===== config.mk =====
export PLATFORM = sky130hd
export DESIGN_NAME = des_key_schedule_flat
export DESIGN_NICKNAME = d
export VERILOG_FILES = /design/src/rtl/des_key_schedule_if.sv /design/src/rtl/des_key_schedule.sv /design/src/flat_wrapper.sv
export SDC_FILE = /design/constraint.sdc
export NUM_CORES = 1
export LEC_CHECK = 0
export ABC_AREA = 1
export CAP_MARGIN = 20
export CORE_ASPECT_RATIO = 0.8
export CORE_UTILIZATION = 48
export CTS_BUF_LIST = sky130_fd_sc_hd__clkbuf_4 sky130_fd_sc_hd__clkbuf_8
export DETAILED_ROUTE_END_ITERATION = 10
export PLACE_DENSITY = 0.72
export SLEW_MARGIN = 30
export SYNTH_ARGS = -nofsm -noshare
export SYNTH_HDL_FRONTEND = slang
export SYNTH_SLANG_ARGS = --single-unit

===== constraint.sdc =====
create_clock -name CLK -period 3.15 [get_ports CLK]
set_clock_uncertainty 0.1 [all_clocks]
set_input_delay 0.945 -clock CLK [delete_from_list [all_inputs] [get_ports CLK]]
set_output_delay 0.945 -clock CLK [all_outputs]
set_load 0.01 [all_outputs]

===== src/rtl/des_key_schedule_if.sv =====
// Subkey stream bundle between the DES key schedule and the round datapath.
// PARITY_ERR exists only when DES_KEY_PARITY_CHECK_EN is defined.
interface des_key_schedule_if;
  logic        START;
  logic        DECRYPT;
  logic [64:1] KEY;
  logic        KEY_READY;
  logic [48:1] ROUND_KEY;
  logic        KEY_VALID;
  logic [4:0]  ROUND_NUM;
  logic        KEY_LAST;
  logic        BUSY;
  logic        DONE;
`ifdef DES_KEY_PARITY_CHECK_EN
  logic        PARITY_ERR;

  modport master (
    output START, DECRYPT, KEY, KEY_READY,
    input  ROUND_KEY, KEY_VALID, ROUND_NUM, KEY_LAST, BUSY, DONE, PARITY_ERR
  );

  modport slave (
    input  START, DECRYPT, KEY, KEY_READY,
    output ROUND_KEY, KEY_VALID, ROUND_NUM, KEY_LAST, BUSY, DONE, PARITY_ERR
  );
`else
  modport master (
    output START, DECRYPT, KEY, KEY_READY,
    input  ROUND_KEY, KEY_VALID, ROUND_NUM, KEY_LAST, BUSY, DONE
  );

  modport slave (
    input  START, DECRYPT, KEY, KEY_READY,
    output ROUND_KEY, KEY_VALID, ROUND_NUM, KEY_LAST, BUSY, DONE
  );
`endif
endinterface


===== src/rtl/des_key_schedule.sv =====
// Sequential DES key schedule: PC-1, per-round C/D rotation, PC-2, one subkey per handshake.
// Optional DES_KEY_PARITY_CHECK_EN rejects keys whose bytes lack odd parity.
module des_key_schedule (
  input  logic            CLK,
  input  logic            RST,
  des_key_schedule_if.slave bus
);

  typedef enum logic [1:0] {S_IDLE, S_RUN, S_FIN} state_e;
  typedef enum logic [1:0] {CD_HOLD, CD_LOAD, CD_ADV} cd_op_e;
  typedef enum logic [1:0] {RK_HOLD, RK_NEW, RK_CLEAR} rk_op_e;

  // Leftmost entry is round 1.
  localparam logic [31:0] SHIFT_TABLE = {
    2'd1, 2'd1, 2'd2, 2'd2, 2'd2, 2'd2, 2'd2, 2'd2,
    2'd1, 2'd2, 2'd2, 2'd2, 2'd2, 2'd2, 2'd2, 2'd1
  };

  localparam logic [56*8-1:0] PC1_TAB = {
    8'd57, 8'd49, 8'd41, 8'd33, 8'd25, 8'd17, 8'd9,  8'd1,
    8'd58, 8'd50, 8'd42, 8'd34, 8'd26, 8'd18, 8'd10, 8'd2,
    8'd59, 8'd51, 8'd43, 8'd35, 8'd27, 8'd19, 8'd11, 8'd3,
    8'd60, 8'd52, 8'd44, 8'd36, 8'd63, 8'd55, 8'd47, 8'd39,
    8'd31, 8'd23, 8'd15, 8'd7,  8'd62, 8'd54, 8'd46, 8'd38,
    8'd30, 8'd22, 8'd14, 8'd6,  8'd61, 8'd53, 8'd45, 8'd37,
    8'd29, 8'd21, 8'd13, 8'd5,  8'd28, 8'd20, 8'd12, 8'd4
  };

  localparam logic [48*8-1:0] PC2_TAB = {
    8'd14, 8'd17, 8'd11, 8'd24, 8'd1,  8'd5,  8'd3,  8'd28,
    8'd15, 8'd6,  8'd21, 8'd10, 8'd23, 8'd19, 8'd12, 8'd4,
    8'd26, 8'd8,  8'd16, 8'd7,  8'd27, 8'd20, 8'd13, 8'd2,
    8'd41, 8'd52, 8'd31, 8'd37, 8'd47, 8'd55, 8'd30, 8'd40,
    8'd51, 8'd45, 8'd33, 8'd48, 8'd44, 8'd49, 8'd39, 8'd56,
    8'd34, 8'd53, 8'd46, 8'd42, 8'd50, 8'd36, 8'd29, 8'd32
  };

  function automatic logic [1:0] shift_of(input logic [4:0] r);
    logic [4:0] idx;
    idx = 5'd16 - r;
    return SHIFT_TABLE[{idx[3:0], 1'b0} +: 2];
  endfunction

  function automatic logic [28:1] rol28(input logic [28:1] x, input logic [1:0] n);
    return (n == 2'd2) ? {x[26:1], x[28:27]} : {x[27:1], x[28]};
  endfunction

  function automatic logic [28:1] ror28(input logic [28:1] x, input logic [1:0] n);
    return (n == 2'd2) ? {x[2:1], x[28:3]} : {x[1], x[28:2]};
  endfunction

  state_e      state_q, state_d;
  cd_op_e      cd_op;
  rk_op_e      rk_op;
  logic [56:1] cd_q, cd_d;
  logic [48:1] rk_q, rk_d;
  logic        valid_q, valid_d;
  logic [4:0]  num_q, num_d;
  logic        dec_q, dec_d;
  logic [56:1] pc1_key;
  logic [48:1] pc2_d;
  logic        key_last;
  logic        key_ok;

  // Tables use FIPS numbering (bit 1 = MSB); vectors here are [n:1] with bit i at index n+1-i.
  for (genvar gi = 1; gi <= 56; gi++) begin : g_pc1
    localparam int SRC = 65 - int'(PC1_TAB[(56-gi)*8 +: 8]);
    assign pc1_key[57-gi] = bus.KEY[SRC];
  end

  for (genvar gi = 1; gi <= 48; gi++) begin : g_pc2
    localparam int SRC = 57 - int'(PC2_TAB[(48-gi)*8 +: 8]);
    assign pc2_d[49-gi] = cd_d[SRC];
  end

`ifdef DES_KEY_PARITY_CHECK_EN
  logic [7:0] byte_odd;
  logic       parity_err_q, parity_err_d;

  for (genvar gi = 0; gi < 8; gi++) begin : g_parity
    assign byte_odd[gi] = ^bus.KEY[8*gi+8 : 8*gi+1];
  end
  assign key_ok         = &byte_odd;
  assign bus.PARITY_ERR = parity_err_q;
`else
  assign key_ok = 1'b1;
`endif

  assign key_last = valid_q & ((!dec_q && num_q == 5'd16) || (dec_q && num_q == 5'd1));

  always_comb begin
    state_d = state_q;
    valid_d = valid_q;
    num_d   = num_q;
    dec_d   = dec_q;
    cd_op   = CD_HOLD;
    rk_op   = RK_HOLD;
`ifdef DES_KEY_PARITY_CHECK_EN
    parity_err_d = 1'b0;
`endif
    unique case (state_q)
      S_IDLE: begin
        if (bus.START) begin
          if (key_ok) begin
            state_d = S_RUN;
            dec_d   = bus.DECRYPT;
            valid_d = 1'b1;
            num_d   = bus.DECRYPT ? 5'd16 : 5'd1;
            cd_op   = CD_LOAD;
            rk_op   = RK_NEW;
          end
`ifdef DES_KEY_PARITY_CHECK_EN
          else begin
            parity_err_d = 1'b1;
          end
`endif
        end
      end
      S_RUN: begin
        if (valid_q && bus.KEY_READY) begin
          if (key_last) begin
            state_d = S_FIN;
            valid_d = 1'b0;
            num_d   = 5'd0;
            rk_op   = RK_CLEAR;
          end else begin
            num_d = dec_q ? num_q - 5'd1 : num_q + 5'd1;
            cd_op = CD_ADV;
            rk_op = RK_NEW;
          end
        end
      end
      S_FIN:   state_d = S_IDLE;
      default: state_d = S_IDLE;
    endcase
  end

  // Decrypt starts from C16/D16, which equal C0/D0 because the shifts sum to 28.
  always_comb begin
    cd_d = cd_q;
    case (cd_op)
      CD_LOAD: begin
        if (bus.DECRYPT) cd_d = pc1_key;
        else cd_d = {rol28(pc1_key[56:29], shift_of(5'd1)), rol28(pc1_key[28:1], shift_of(5'd1))};
      end
      CD_ADV: begin
        if (dec_q) cd_d = {ror28(cd_q[56:29], shift_of(num_q)), ror28(cd_q[28:1], shift_of(num_q))};
        else cd_d = {rol28(cd_q[56:29], shift_of(num_q + 5'd1)),
                     rol28(cd_q[28:1], shift_of(num_q + 5'd1))};
      end
      default: ;
    endcase
  end

  always_comb begin
    rk_d = rk_q;
    case (rk_op)
      RK_NEW:   rk_d = pc2_d;
      RK_CLEAR: rk_d = '0;
      default:  ;
    endcase
  end

  always_ff @(posedge CLK) begin
    if (RST) begin
      state_q <= S_IDLE;
      cd_q    <= '0;
      rk_q    <= '0;
      valid_q <= 1'b0;
      num_q   <= 5'd0;
      dec_q   <= 1'b0;
    end else begin
      state_q <= state_d;
      cd_q    <= cd_d;
      rk_q    <= rk_d;
      valid_q <= valid_d;
      num_q   <= num_d;
      dec_q   <= dec_d;
    end
  end

`ifdef DES_KEY_PARITY_CHECK_EN
  always_ff @(posedge CLK) begin
    if (RST) parity_err_q <= 1'b0;
    else     parity_err_q <= parity_err_d;
  end
`endif

  assign bus.ROUND_KEY = rk_q;
  assign bus.KEY_VALID = valid_q;
  assign bus.ROUND_NUM = num_q;
  assign bus.KEY_LAST  = key_last;
  assign bus.BUSY      = (state_q != S_IDLE);
  assign bus.DONE      = (state_q == S_FIN);

endmodule

===== src/flat_wrapper.sv =====
// flat-port wrapper written by rule: the top's interface ports become plain ports
module des_key_schedule_flat 
  (CLK, RST, bus_START, bus_DECRYPT, bus_KEY, bus_KEY_READY, bus_ROUND_KEY, bus_KEY_VALID, bus_ROUND_NUM, bus_KEY_LAST, bus_BUSY, bus_DONE);
  des_key_schedule_if bus_i ();
  input  logic CLK;
  input  logic RST;
  input wire logic [$bits(bus_i.START)-1:0] bus_START;
  input wire logic [$bits(bus_i.DECRYPT)-1:0] bus_DECRYPT;
  input wire logic [$bits(bus_i.KEY)-1:0] bus_KEY;
  input wire logic [$bits(bus_i.KEY_READY)-1:0] bus_KEY_READY;
  output wire logic [$bits(bus_i.ROUND_KEY)-1:0] bus_ROUND_KEY;
  output wire logic [$bits(bus_i.KEY_VALID)-1:0] bus_KEY_VALID;
  output wire logic [$bits(bus_i.ROUND_NUM)-1:0] bus_ROUND_NUM;
  output wire logic [$bits(bus_i.KEY_LAST)-1:0] bus_KEY_LAST;
  output wire logic [$bits(bus_i.BUSY)-1:0] bus_BUSY;
  output wire logic [$bits(bus_i.DONE)-1:0] bus_DONE;
  assign bus_i.START = bus_START;
  assign bus_i.DECRYPT = bus_DECRYPT;
  assign bus_i.KEY = bus_KEY;
  assign bus_i.KEY_READY = bus_KEY_READY;
  assign bus_ROUND_KEY = bus_i.ROUND_KEY;
  assign bus_KEY_VALID = bus_i.KEY_VALID;
  assign bus_ROUND_NUM = bus_i.ROUND_NUM;
  assign bus_KEY_LAST = bus_i.KEY_LAST;
  assign bus_BUSY = bus_i.BUSY;
  assign bus_DONE = bus_i.DONE;
  des_key_schedule u_core (.CLK(CLK), .RST(RST), .bus(bus_i));
endmodule

# After elaboration in Yosys (flattened, before gate mapping)
# Cells that the tools add are included.
# word_totals
input_bits,69
word_cells,70
out_inout_bits,57
reg_bits,113
# classes
muxes,29
n_eq_ne,13
n_addsub,4
shift,2
reduce_logical,14
bitwise,1
# op_table
cell,n
$mux W28,4
$mux W56,2
$pmux W56 S2,1
$pmux W48 S2,1
$shiftx A32 B6 Y2 const A,2
$mux W5,5
$mux W2,7
$pmux W2 S2,3
$eq A2 B2 Y1 const B,5
$pmux W5 S2,1
$reduce_bool A2 Y1,4
$sub A1 B4 Y4 const A,2
$eq A2 B1 Y1 const B,3
$reduce_and A3 Y1,2
$add A5 B1 Y5 const B,1
$eq A5 B1 Y1 const B,1
$eq A5 B5 Y1 const B,1
$sub A5 B1 Y5 const B,1
$mux W1,4
$ne A2 B2 Y1 const B,2
$reduce_and A4 Y1,1
$logic_and A1 B1 Y1,3
$logic_not A2 Y1,1
$ne A2 B1 Y1 const B,1
5 further kinds,5

# Logic depth before layout (Yosys ltp)
# logic_depth
ltp_word,10
depth_mapped,17
mapped_depth_nobuf,16

# Worst setup path before layout
# Ideal clock, no wire load.
# synth_timing
path_kind,input-to-reg
start,input bus_KEY_READY
end,"register u_core.rk_q, in the netlist u_core.bus.ROUND_KEY[28]"
path_buffers,2
required_ns,2.991
arrival_time_ns,2.718
setup_ns,0.059
slack_ns,0.274
cell_stages,13
cell_sequence,nand2_1 -> nor2_1 -> inv_1 -> nor2_1 -> inv_1 -> nand2_1 -> inv_1 -> ha_1 -> nor2_1 -> clkbuf_1 -> clkbuf_1 -> nand3_1 -> nand2_1
# synth_between
elab_chain_cells,6
elab_cells_between_ends,12
cone_classes,eq/ne (4); mux (6); reduce/logical (2)
# synth_lines
item,line_no,source
from (decl),flat_wrapper.sv:10,input wire logic [$bits(bus_i.KEY_READY)-1:0] bus_KEY_READY;
$logic_and A1 B1 Y1 *,des_key_schedule.sv:120,if (valid_q && bus.KEY_READY) begin
$mux W2,des_key_schedule.sv:120,
$pmux W2 S2,des_key_schedule.sv:101,unique case (state_q)
$eq A2 B2 Y1 or $eq A2 B1 Y1 (tied branches),des_key_schedule.sv:141,case (cd_op)
$pmux W56 S2,des_key_schedule.sv:141,
$pmux W48 S2,des_key_schedule.sv:157,case (rk_op)
to (signal assigned),des_key_schedule.sv:175,rk_q <= rk_d;
to (decl),des_key_schedule.sv:56,"logic [48:1] rk_q, rk_d;"
# Mark *: on every way between the ends. The rest lies on a longest branch, timed or not.
# A chain may end at the register's enable or synchronous reset.

# Worst setup path after layout
# layout_timing
start,register u_core.num_q[0] (netlist: u_core.bus.ROUND_NUM[0])
end,output bus_KEY_LAST
# layout_between
elab_chain_cells,4
elab_cells_between_ends,6
cone_classes,eq/ne (2); bitwise (1); reduce/logical (3)
# layout_lines
item,line_no,source
from (decl),des_key_schedule.sv:58,"logic [4:0] num_q, num_d;"
from (signal assigned),des_key_schedule.sv:177,num_q <= num_d;
$eq A5 B5 Y1 or $eq A5 B1 Y1 (tied branches),des_key_schedule.sv:89,assign key_last = valid_q & ((!dec_q && num_q == 5'd16) || (dec_q && num_q == 5'd1));
$logic_and A1 B1 Y1,des_key_schedule.sv:89,
$logic_or A1 B1 Y1 *,des_key_schedule.sv:89,
$and A1 B1 Y1 *,des_key_schedule.sv:89,
to (decl),flat_wrapper.sv:14,output wire logic [$bits(bus_i.KEY_LAST)-1:0] bus_KEY_LAST;
# Marks and branches as above.

==> results <==
- The run finished with clean final reports.
- The final-report max-slew violation count came to 0.
- The endpoint identified for the worst register-to-register timing path is u_core.bus.ROUND_KEY[35].
- The maximum clock rate is about 0.33 GHz.
- Across the run, the number of max-cap violations was 0.
- The core box area is approximately 17000 sq um.
- The number of antenna violations at the first check in global routing is 0.
- Of all nets on the critical path, the largest fanout is 4.
- Clock-pin slew was measured on the worst setup and hold paths at about 0.070 ns.
- Relative to the synthesized area, the layout overhead comes to 23.99%.
- The CTS tree is built.
- The path with the worst hold slack has its endpoint at u_core.bus.ROUND_KEY[14].
- The type of element capturing the critical path is a primary output.
- In the post-synthesis netlist, the biggest area contributors are sky130_fd_sc_hd__dfxtp_1, sky130_fd_sc_hd__nand2_1, sky130_fd_sc_hd__nand3_1, sky130_fd_sc_hd__nor2_1, sky130_fd_sc_hd__o21ai_0.
- The worst relative slew slack is 0.4811.
- The register bit count reported by yosys is around 110.
- The number of rows created at floorplan is between 40 and 50.
- Summing all placed instances gives a cell area of roughly 9500 sq um.
- After detailed routing, the total wire length is ~26 mm.
- The data arrival at the endpoint of the critical path is 1.96 ns.
- The count of buffers added on input and output ports is ~120.
- At the pin with the least slew margin, the transition time is approximately 0.78 ns.
- The initial core utilization is 0.4900.
- The worst hold path startpoint is u_core.bus.ROUND_KEY[14].
- At the end of routability-driven placement, the weighted congestion stood at around 0.90.
- The leakage power of the design is 4.535 nW.
- The net count after synthesis is around 1500.
- Averaged over all synthesized cells, the footprint is approximately 5.8 sq um.
- The synthesized instance count is roughly 1400.
- The number of hold-slack violations in the final timing report was 0.
- The number of nets with antenna violations after routing is 0.
- The biggest area contributor in the post-synthesis netlist is sky130_fd_sc_hd__dfxtp_1.
- The count of clock tree sinks is 113.
- The average detailed-routed wire length per instance is 15.45 um.
- Of the cells placed in the final design, the portion with a size suffix greater than 1 is 0.06658.
- The maximum vdd drop is around 300 uV.
- Leaving out fill and tap cells, the most frequent cells in the layout are sky130_fd_sc_hd__nand2_1, sky130_fd_sc_hd__nand3_1, sky130_fd_sc_hd__nor2_1.
- After the last flow step, the layout net total stands at 1551.
- The vertical die dimension is approximately 120 um.
- The first global-routing pass estimated 43.66 mm of wire.
- Counting along the longest clock path gives a buffer depth of 2.
- After detailed routing, the number of remaining DRC violations is 0.
- Leaving out fill and tap cells, the most frequent cell in the layout is sky130_fd_sc_hd__nand2_1.
- The Yosys step of the flow raised 0 warnings.
- The number of antenna diodes in the final layout is 0.
- Clock tree synthesis selected as its root buffer the cell sky130_fd_sc_hd__clkbuf_8.
- The share of synthesized area in the top cell type comes to 0.2798.
- For the worst-skew pair, the clock arrives at the later sink with an insertion delay of approximately 0.47 ns.
- For the worst setup path, the data required time is 2.10 ns.
- The share of the Yosys chip area taken by registers is 0.2798.
- Detailed placement finished with a half-perimeter wire length of around 17 mm.
- Of the available clock period, the critical path in the final layout requires 0.9536.
- The number of CTS-inserted buffers is 17.
- The chip width is ~150 um.
- The floorplan step defined a die boundary enclosing approximately 17000 sq um.
- The final instance area is between 10000 and 15000 sq um.
- At the end of the flow the core is filled with cells to 0.6075.
- The reg2reg setup slack is between 0.3 and 0.4 ns.
- Counting I/O delays and the setup requirement, the final critical path takes 3.004 ns.
- Setup repair after global routing left no endpoint under its margin.
- The count of flip-flops with a built-in enable after synthesis is 0.
- The number of hold buffers added after CTS was 0.
- The synthesized netlist contains 26 unique library cells.
- The worst setup path category is reg2out.
- The overall fraction of global-route tracks in use is 0.3136.
- Dividing the detail-routed via count by the number of cells gives roughly 5.6.
- The number of global-route vias before repair is ~8500.
- STA classifies the critical path startpoint as a flip-flop.
- Setup violations remaining at the end of the flow were counted as 0.
- In the synthesized netlist the async set-or-reset flop fraction comes to 0.
- The total overflow left after global routing is 0.
- The first detailed-routing pass took 6 iterations.
- In this run the number of H-tree levels came out at 4.
- The total vias in the final route is 9498.
- During I/O placement, the number of pins put on the boundary was 126.
- For the final routed database, the setup TNS stands at 0 ns.
- The area of the mapped netlist is 8085 sq um.
- The worst register-to-register path begins at u_core.bus.ROUND_NUM[0].
- The path class of the tightest hold or removal check is reg2reg.
- The count of cells along the worst register-to-register path is 17.
- Entering global routing, the biggest net connects 63 pins.
- In this run, the number of DRC markers left after iteration 0 of detailed routing was between 900 and 1000.
- Dividing total power by cell area gives a power density of 476.3 nW/um^2.
- For this run, the leading register cell type out of synthesis is sky130_fd_sc_hd__dfxtp_1.
- Counting instances, the worst hold path has a depth of 2.
final cells by class:
type	count	area, sq um
Clock inverter	12	203.9
Fill cell	1619	6476
Inverter	125	469.2
Multi-Input combinational cell	1049	4882
Timing Repair Buffer	168	1655
Clock buffer	20	275.3
Sequential cell	113	2263
Tap cell	220	275.3
cell usage after synthesis (2+ instances only):
library cell               instances
sky130_fd_sc_hd__nand4_1           2
sky130_fd_sc_hd__nand3_1         199
sky130_fd_sc_hd__o21ai_0         130
sky130_fd_sc_hd__buf_2            21
sky130_fd_sc_hd__dfxtp_1         113
sky130_fd_sc_hd__buf_6             6
sky130_fd_sc_hd__a21boi_0         12
sky130_fd_sc_hd__nor2_1          179
sky130_fd_sc_hd__a21oi_1         100
sky130_fd_sc_hd__o211ai_1         10
sky130_fd_sc_hd__nand2_2           2
sky130_fd_sc_hd__ha_1              8
sky130_fd_sc_hd__a31oi_1           7
sky130_fd_sc_hd__nand2_1         349
sky130_fd_sc_hd__inv_2             2
sky130_fd_sc_hd__nand3_2           3
sky130_fd_sc_hd__a21boi_1         44
sky130_fd_sc_hd__buf_4             8
sky130_fd_sc_hd__buf_1             7
sky130_fd_sc_hd__inv_1           122
sky130_fd_sc_hd__clkbuf_1         63
stage by stage:
step	cells	hold WS (ns)	total power [mW]	setup WS [ns]
6_report	1707	0.3500	4.774	0.1461
2_1_floorplan	1392	0.3761	2.550	0.2736
5_1_grt	1707	0.3721	5.024	0.003551
4_1_cts	1707	0.3518	4.756	0.1518
3_5_place_dp	1674	0.3384	3.059	-0.08845
3_3_place_gp	1674	0.3375	3.038	-0.1021
flip-flops by register name (all words and copies together) (netlist names):
name	flops
u_core.bus.ROUND_NUM	5
u_core.state_q	2
u_core.bus.ROUND_KEY	48
u_core.bus.KEY_VALID	1
u_core.cd_q	56
u_core.dec_q	1
critical path, stage by stage, from the launching register on:
cell and delay (ns):
sky130_fd_sc_hd__dfxtp_1 0.35, sky130_fd_sc_hd__inv_2 0.10, sky130_fd_sc_hd__ha_1 0.19, sky130_fd_sc_hd__nand2_2 0.09
sky130_fd_sc_hd__nor2_2 0.11, sky130_fd_sc_hd__nand3_1 0.10, sky130_fd_sc_hd__o21ai_2 0.10, sky130_fd_sc_hd__nand2_1 0.10
sky130_fd_sc_hd__inv_1 0.08, sky130_fd_sc_hd__dlygate4sd2_1 0.26
layer usage:
metal	GRT usage	routed length (um)	vias to the layer above	part of all wire
met5	0	0	-	0
met4	0.08698	357	0	0.014
met3	0.06395	2612	36	0.099
met2	0.4519	10840	478	0.41
met1	0.4666	12560	4312	0.48
li1	-	-	4672	-
what timing repair did:
item / 4_1_cts / 5_1_grt
resized for setup: 4 / 0
setup endpoints to repair: 1 / 0
buffers inserted: 1 / 0
power by group:
group / switching [mW] / internal (mW) / leakage [nW] / total (mW)
registers: 0.118 / 1.56 / 0.929 / 1.68
logic: 0.810 / 0.572 / 3.37 / 1.38
clock network: 0.702 / 1.01 / 0.232 / 1.71
total: 1.63 / 3.14 / 4.53 / 4.77
logic make-up (layout without fill, tap and decap cells):
group,Yosys count,count (layout),synth area share
xor+xnor,2,2,0.002167
simple gates,735,735,0.3765
buf+inv,230,325,0.1193
flops,113,113,0.2798
fa+ha+maj,8,8,0.01238
compound gates,304,304,0.2098
how the worst max path moves through the flow:
stage	start	endpoint	slack [ns]
3_3_place_gp	bus_KEY_READY	u_core.bus.ROUND_KEY[39]	-0.10
6_report	u_core.bus.ROUND_NUM[0]	bus_KEY_LAST	0.15
4_1_cts	u_core.bus.ROUND_NUM[0]	bus_KEY_LAST	0.15
3_5_place_dp	bus_KEY_READY	u_core.bus.ROUND_KEY[30]	-0.09
5_1_grt	u_core.bus.ROUND_NUM[0]	bus_KEY_LAST	0.004
2_1_floorplan	bus_KEY_READY	u_core.bus.ROUND_KEY[28]	0.27
Power figures use the tool's default switching activity.
